$ cat config.mk
export PLATFORM = sky130hd
export DESIGN_NAME = led_pattern_gen
export DESIGN_NICKNAME = d
export VERILOG_FILES = /design/src/rtl/led_pattern_pkg.sv /design/src/rtl/led_pattern_gen_tick_prescaler.sv /design/src/rtl/led_pattern_gen.sv
export SDC_FILE = /design/constraint.sdc
export NUM_CORES = 1
export LEC_CHECK = 0
export ABC_AREA = 1
export CORE_UTILIZATION = 50
export DETAILED_ROUTE_END_ITERATION = 8
export PLACE_DENSITY = 0.69
export SLEW_MARGIN = 40
export SYNTH_ARGS = -nofsm -noshare
export SYNTH_HDL_FRONTEND = slang
export SYNTH_SLANG_ARGS = --single-unit
$ cat constraint.sdc
create_clock -name cloooock -period 3.7 [get_ports cloooock]
set_input_delay 0.74 -clock cloooock [delete_from_list [all_inputs] [get_ports cloooock]]
set_output_delay 0.74 -clock cloooock [all_outputs]
set_load 0.05 [all_outputs]
$ cat src/rtl/led_pattern_pkg.sv
// Shared types and helpers for the LED pattern generator: mode encoding and
// the pattern each mode starts from.
package led_pattern_pkg;

  typedef enum logic [1:0] {
    MODE_OFF   = 2'd0,
    MODE_ALT   = 2'd1,
    MODE_CHASE = 2'd2,
    MODE_BLINK = 2'd3
  } led_mode_e;

  // Widest LED bank the seed helper can describe; callers truncate to NUM_LEDS.
  localparam int unsigned MAX_LEDS = 64;

  function automatic logic [MAX_LEDS-1:0] seed_pattern(input led_mode_e m,
                                                       input int unsigned n);
    logic [MAX_LEDS-1:0] s;
    s = '0;
    case (m)
      MODE_ALT: begin
        for (int unsigned i = 0; i < MAX_LEDS; i += 2) begin
          if (i < n) s[i] = 1'b1;
        end
      end
      MODE_CHASE: s[0] = 1'b1;
      default:    s = '0;
    endcase
    return s;
  endfunction

endpackage

$ cat src/rtl/led_pattern_gen_tick_prescaler.sv
// Divides the board clock into pattern steps: tick is high on the last
// enabled cycle of each DIV-cycle period, unless a clear is pending.
module tick_prescaler #(
  parameter int unsigned DIV = 2000000
) (
  input  logic cloooock,
  input  logic rst_n,
  input  logic en,
  input  logic clr,
  output logic tick
);

  localparam int unsigned   CW   = (DIV > 1) ? $clog2(DIV) : 1;
  localparam logic [CW-1:0] LAST = CW'(DIV - 1);

  logic [CW-1:0] cnt_q, cnt_d;

  assign tick = en && !clr && (cnt_q == LAST);

  always_comb begin
    cnt_d = cnt_q;
    if (clr) begin
      cnt_d = '0;
    end else if (en) begin
      cnt_d = (cnt_q == LAST) ? '0 : cnt_q + CW'(1);
    end
  end

  always_ff @(posedge cloooock) begin
    if (!rst_n) cnt_q <= '0;
    else        cnt_q <= cnt_d;
  end

endmodule

$ cat src/rtl/led_pattern_gen.sv
// Multi-channel LED pattern generator: mode-selected pattern advanced by a
// prescaler, gated by a free-running PWM for global brightness.
module led_pattern_gen
  import led_pattern_pkg::*;
#(
  parameter int unsigned NUM_LEDS = 2,
  parameter int unsigned DIV      = 2000000,
  parameter int unsigned PWM_BITS = 4
) (
  input  logic                cloooock,
  input  logic                rst_n,
  input  logic                en,
  input  logic [1:0]          mode,
  input  logic [PWM_BITS-1:0] duty,
  output logic [NUM_LEDS-1:0] led,
  output logic                step
);

  led_mode_e           mode_in, mode_q;
  logic                reload, tick, gate;
  logic [NUM_LEDS-1:0] seed, pat_q, pat_d, pat_next, led_q, led_d;
  logic [PWM_BITS-1:0] pwm_cnt_q;
  logic                step_q;

  assign mode_in = led_mode_e'(mode);
  assign reload  = (mode_in != mode_q);
  assign seed    = NUM_LEDS'(seed_pattern(mode_in, NUM_LEDS));

  tick_prescaler #(.DIV(DIV)) u_prescaler (
    .cloooock (cloooock),
    .rst_n    (rst_n),
    .en       (en),
    .clr      (reload),
    .tick     (tick)
  );

  always_comb begin
    pat_next = '0;
    case (mode_q)
      MODE_ALT, MODE_BLINK: pat_next = ~pat_q;
      MODE_CHASE:           pat_next = {pat_q[NUM_LEDS-2:0], pat_q[NUM_LEDS-1]};
      default:              pat_next = '0;
    endcase
  end

  // Reload outranks a coincident tick; the prescaler already masks tick then.
  always_comb begin
    pat_d = pat_q;
    if (reload)    pat_d = seed;
    else if (tick) pat_d = pat_next;
  end

  assign gate  = (duty == '1) || (pwm_cnt_q < duty);
  assign led_d = pat_q & {NUM_LEDS{gate}};

  always_ff @(posedge cloooock) begin
    if (!rst_n) begin
      mode_q    <= MODE_OFF;
      pat_q     <= '0;
      pwm_cnt_q <= '0;
      led_q     <= '0;
      step_q    <= 1'b0;
    end else begin
      mode_q    <= mode_in;
      pat_q     <= pat_d;
      pwm_cnt_q <= pwm_cnt_q + PWM_BITS'(1);
      led_q     <= led_d;
      step_q    <= tick;
    end
  end

  assign led  = led_q;
  assign step = step_q;

endmodule

==> out/metrics.cfg <==
[setup_path]
crit_cells=1
path_buf_inv=1
path_max_fanout=1
required_ns=2.96
start_kind=flip-flop
end_kind=output pin
path_cells=clkdlybuf4s50_1
reg2regPathDepth=8
path_class=reg -> out
arrival_ns=1.40
critPathSlowestCell=clkdlybuf4s50_1
crit_family=buffers and inverters
slowest_delay_ns=0.79

[power_and_ir_drop]
p_sw_w=0.000168
ir_worst_vdd_mv=0.282
internal_power_w=0.000574
leakage_nw=0.829
power_w=0.000741
clkPwrFrac_pct=44.6
switching_share_pct=22.6
p_seq_share_pct=48.1
p_comb_share_pct=7.3
power_density_nw_per_um2=351

[logic_synthesis]
yosysWarnings=0
async_flop_share_pct=0
syn_inst=272
syn_nets=286
netlist_area_um2=1860
synth_seq_area_share_pct=34.5
syn_avg_cell_area_um2=6.83
synth_ff_type=dfxtp_1
ys_ff_latch=32
synth_edf_count=0
synth_cell_types=29

[cts]
clock_tree.root_cell=clkbuf_8
h-tree-depth=2
cts_tree=built
cts_setup_buffers=0
clk_pin_slew_worst_paths_ns=0.07
clockBufferDepth=2
cts_buffers=5
ctsResizeCount=0
cts_hold_buf=0
clk_latency_ns=0.29
clkSinkCount=32

[global_routing]
grt_pass1_vias=1499
grt_max_degree=11
grt_usage_pct=21.5
grt_pass1_wl_mm=6.49
grt_antenna_before_repair=0
grt_remaining_overflow=0

[timing]
fin_hold_ws_ns=0.473
final-setup-viol-count=0
worst-slew-pin-transition_ns=0.496
rsz0062_at_grt=false
fmax_mhz=468
layout_min_cycle_time_ns=2.14
timing.final.crit_share_pct=57.8
hold_violations=0
fin_worst_skew_ns=0.0121
timing.setup.tns_ns=0
slew_headroom_pct=66.8
finalMaxSlewViolations=0

[die]
io_pins=12
core_um2=3440
die_area_um2=3960
num_rows=21
initial_core_util_pct=54.0
die_w_um=63.0
die_h_um=63.0

[cells_and_area]
antenna_cells=0
fillers=337
area_growth_pct=13.6
layout-drive-gt1-share_pct=13.8
layout.area.seq_um2=641
final_nets=302
fin_util_pct=61.3
multi_input_area_um2=1030

[job]
drv_cap=0

[route]
vias=1653
drc_errors=0
ant_nets=0
drtPass1Iterations=4
drt_iter0_markers=93
wire_per_inst_um=11.3
routed_wirelength_mm=3.78
viasPerCell=4.93

[placement]
hpwl_mm=2.85
portBuffers=11
place_congestion=0.882

[worst_hold_path]
whs_path_depth=1
hp-class=reg -> reg

[run_status]
status=complete, no violations

[metrics by stage]
stage / setup WS [ns] / cells / instance area, um^2
after detailed placement: 1.36 / 327 / 2000
final: 1.56 / 335 / 2110
after floorplan: 2.12 / 272 / 1860
after CTS: 1.55 / 335 / 2110
after global routing: 1.43 / 335 / 2110
after global placement: 1.41 / 327 / 2000
[cell usage after synthesis (6+ instances only)]
master	number	share of area, %
a21oi_1	11	3.0
dfxtp_1	32	34
inv_1	36	7.3
nand2_1	59	12
nand3_1	14	3.8
nor2_1	50	10
nor2_2	6	2.0
o21ai_0	9	2.4
[sequential cells by signal (all words and copies together) (netlist names)]
name / count
pwm_cnt_q: 4
step: 1
u_prescaler.cnt_q: 21
mode_q: 2
pat_q: 2
led: 2
[cell families after synthesis]
kind of cell / Yosys count / synth area share (%)
compound gates: 23 / 6.60
xor+xnor: 6 / 2.83
fa+ha+maj: 5 / 3.37
buf+inv: 44 / 9.83
simple gates: 162 / 42.9
flops: 32 / 34.5
[final cells by class]
cell class | instances | share of cell area (%)
well taps | 46 | 2.73
clock buffers | 6 | 3.44
flip-flops and latches | 32 | 30.3
multi-input cells | 196 | 49.0
clock inverters | 2 | 1.66
inverters | 42 | 7.59
repair buffers | 11 | 5.22
[worst paths after layout]
| kind | end | startpoint | slack (ns) |
|---|---|---|---|
| setup / recovery | led[0] | led[0] | 1.56 |
| hold / removal | pwm_cnt_q[0] | pwm_cnt_q[0] | 0.47 |
| setup reg to reg | u_prescaler.cnt_q[5] | u_prescaler.cnt_q[0] | 2.13 |
| hold reg to reg | pwm_cnt_q[0] | pwm_cnt_q[0] | 0.47 |
[cell usage in the layout (no fill, tap or decap), drive strengths merged, types with 6 or more instances in the layout]
master and n:
clkbuf 6, nand3 19, dfxtp 32, a21oi 11
nand2 65, o21ai 9, inv 42, clkdlybuf4s50 11
nor2 60, nor3 9
[power by group through the flow]
stage | combinational (W) | sequential (W) | clock, W
finish | 0.0000540 | 0.000357 | 0.000331
global route | 0.0000611 | 0.000357 | 0.000354
CTS | 0.0000548 | 0.000357 | 0.000338
detailed placement | 0.0000546 | 0.000364 | 0
global placement | 0.0000538 | 0.000364 | 0
floorplan | 0.0000339 | 0.000366 | 0
[layer usage]
layer | part of all wire, % | GRT usage [%] | vias up
met2 | 42 | 32.5 | 34
li1 | - | - | 878
met1 | 50 | 26.8 | 733
met5 | 0 | 0 | -
met3 | 5.6 | 6.02 | 8
met4 | 2.3 | 12.8 | 0
(Power assumes the default switching activity.)
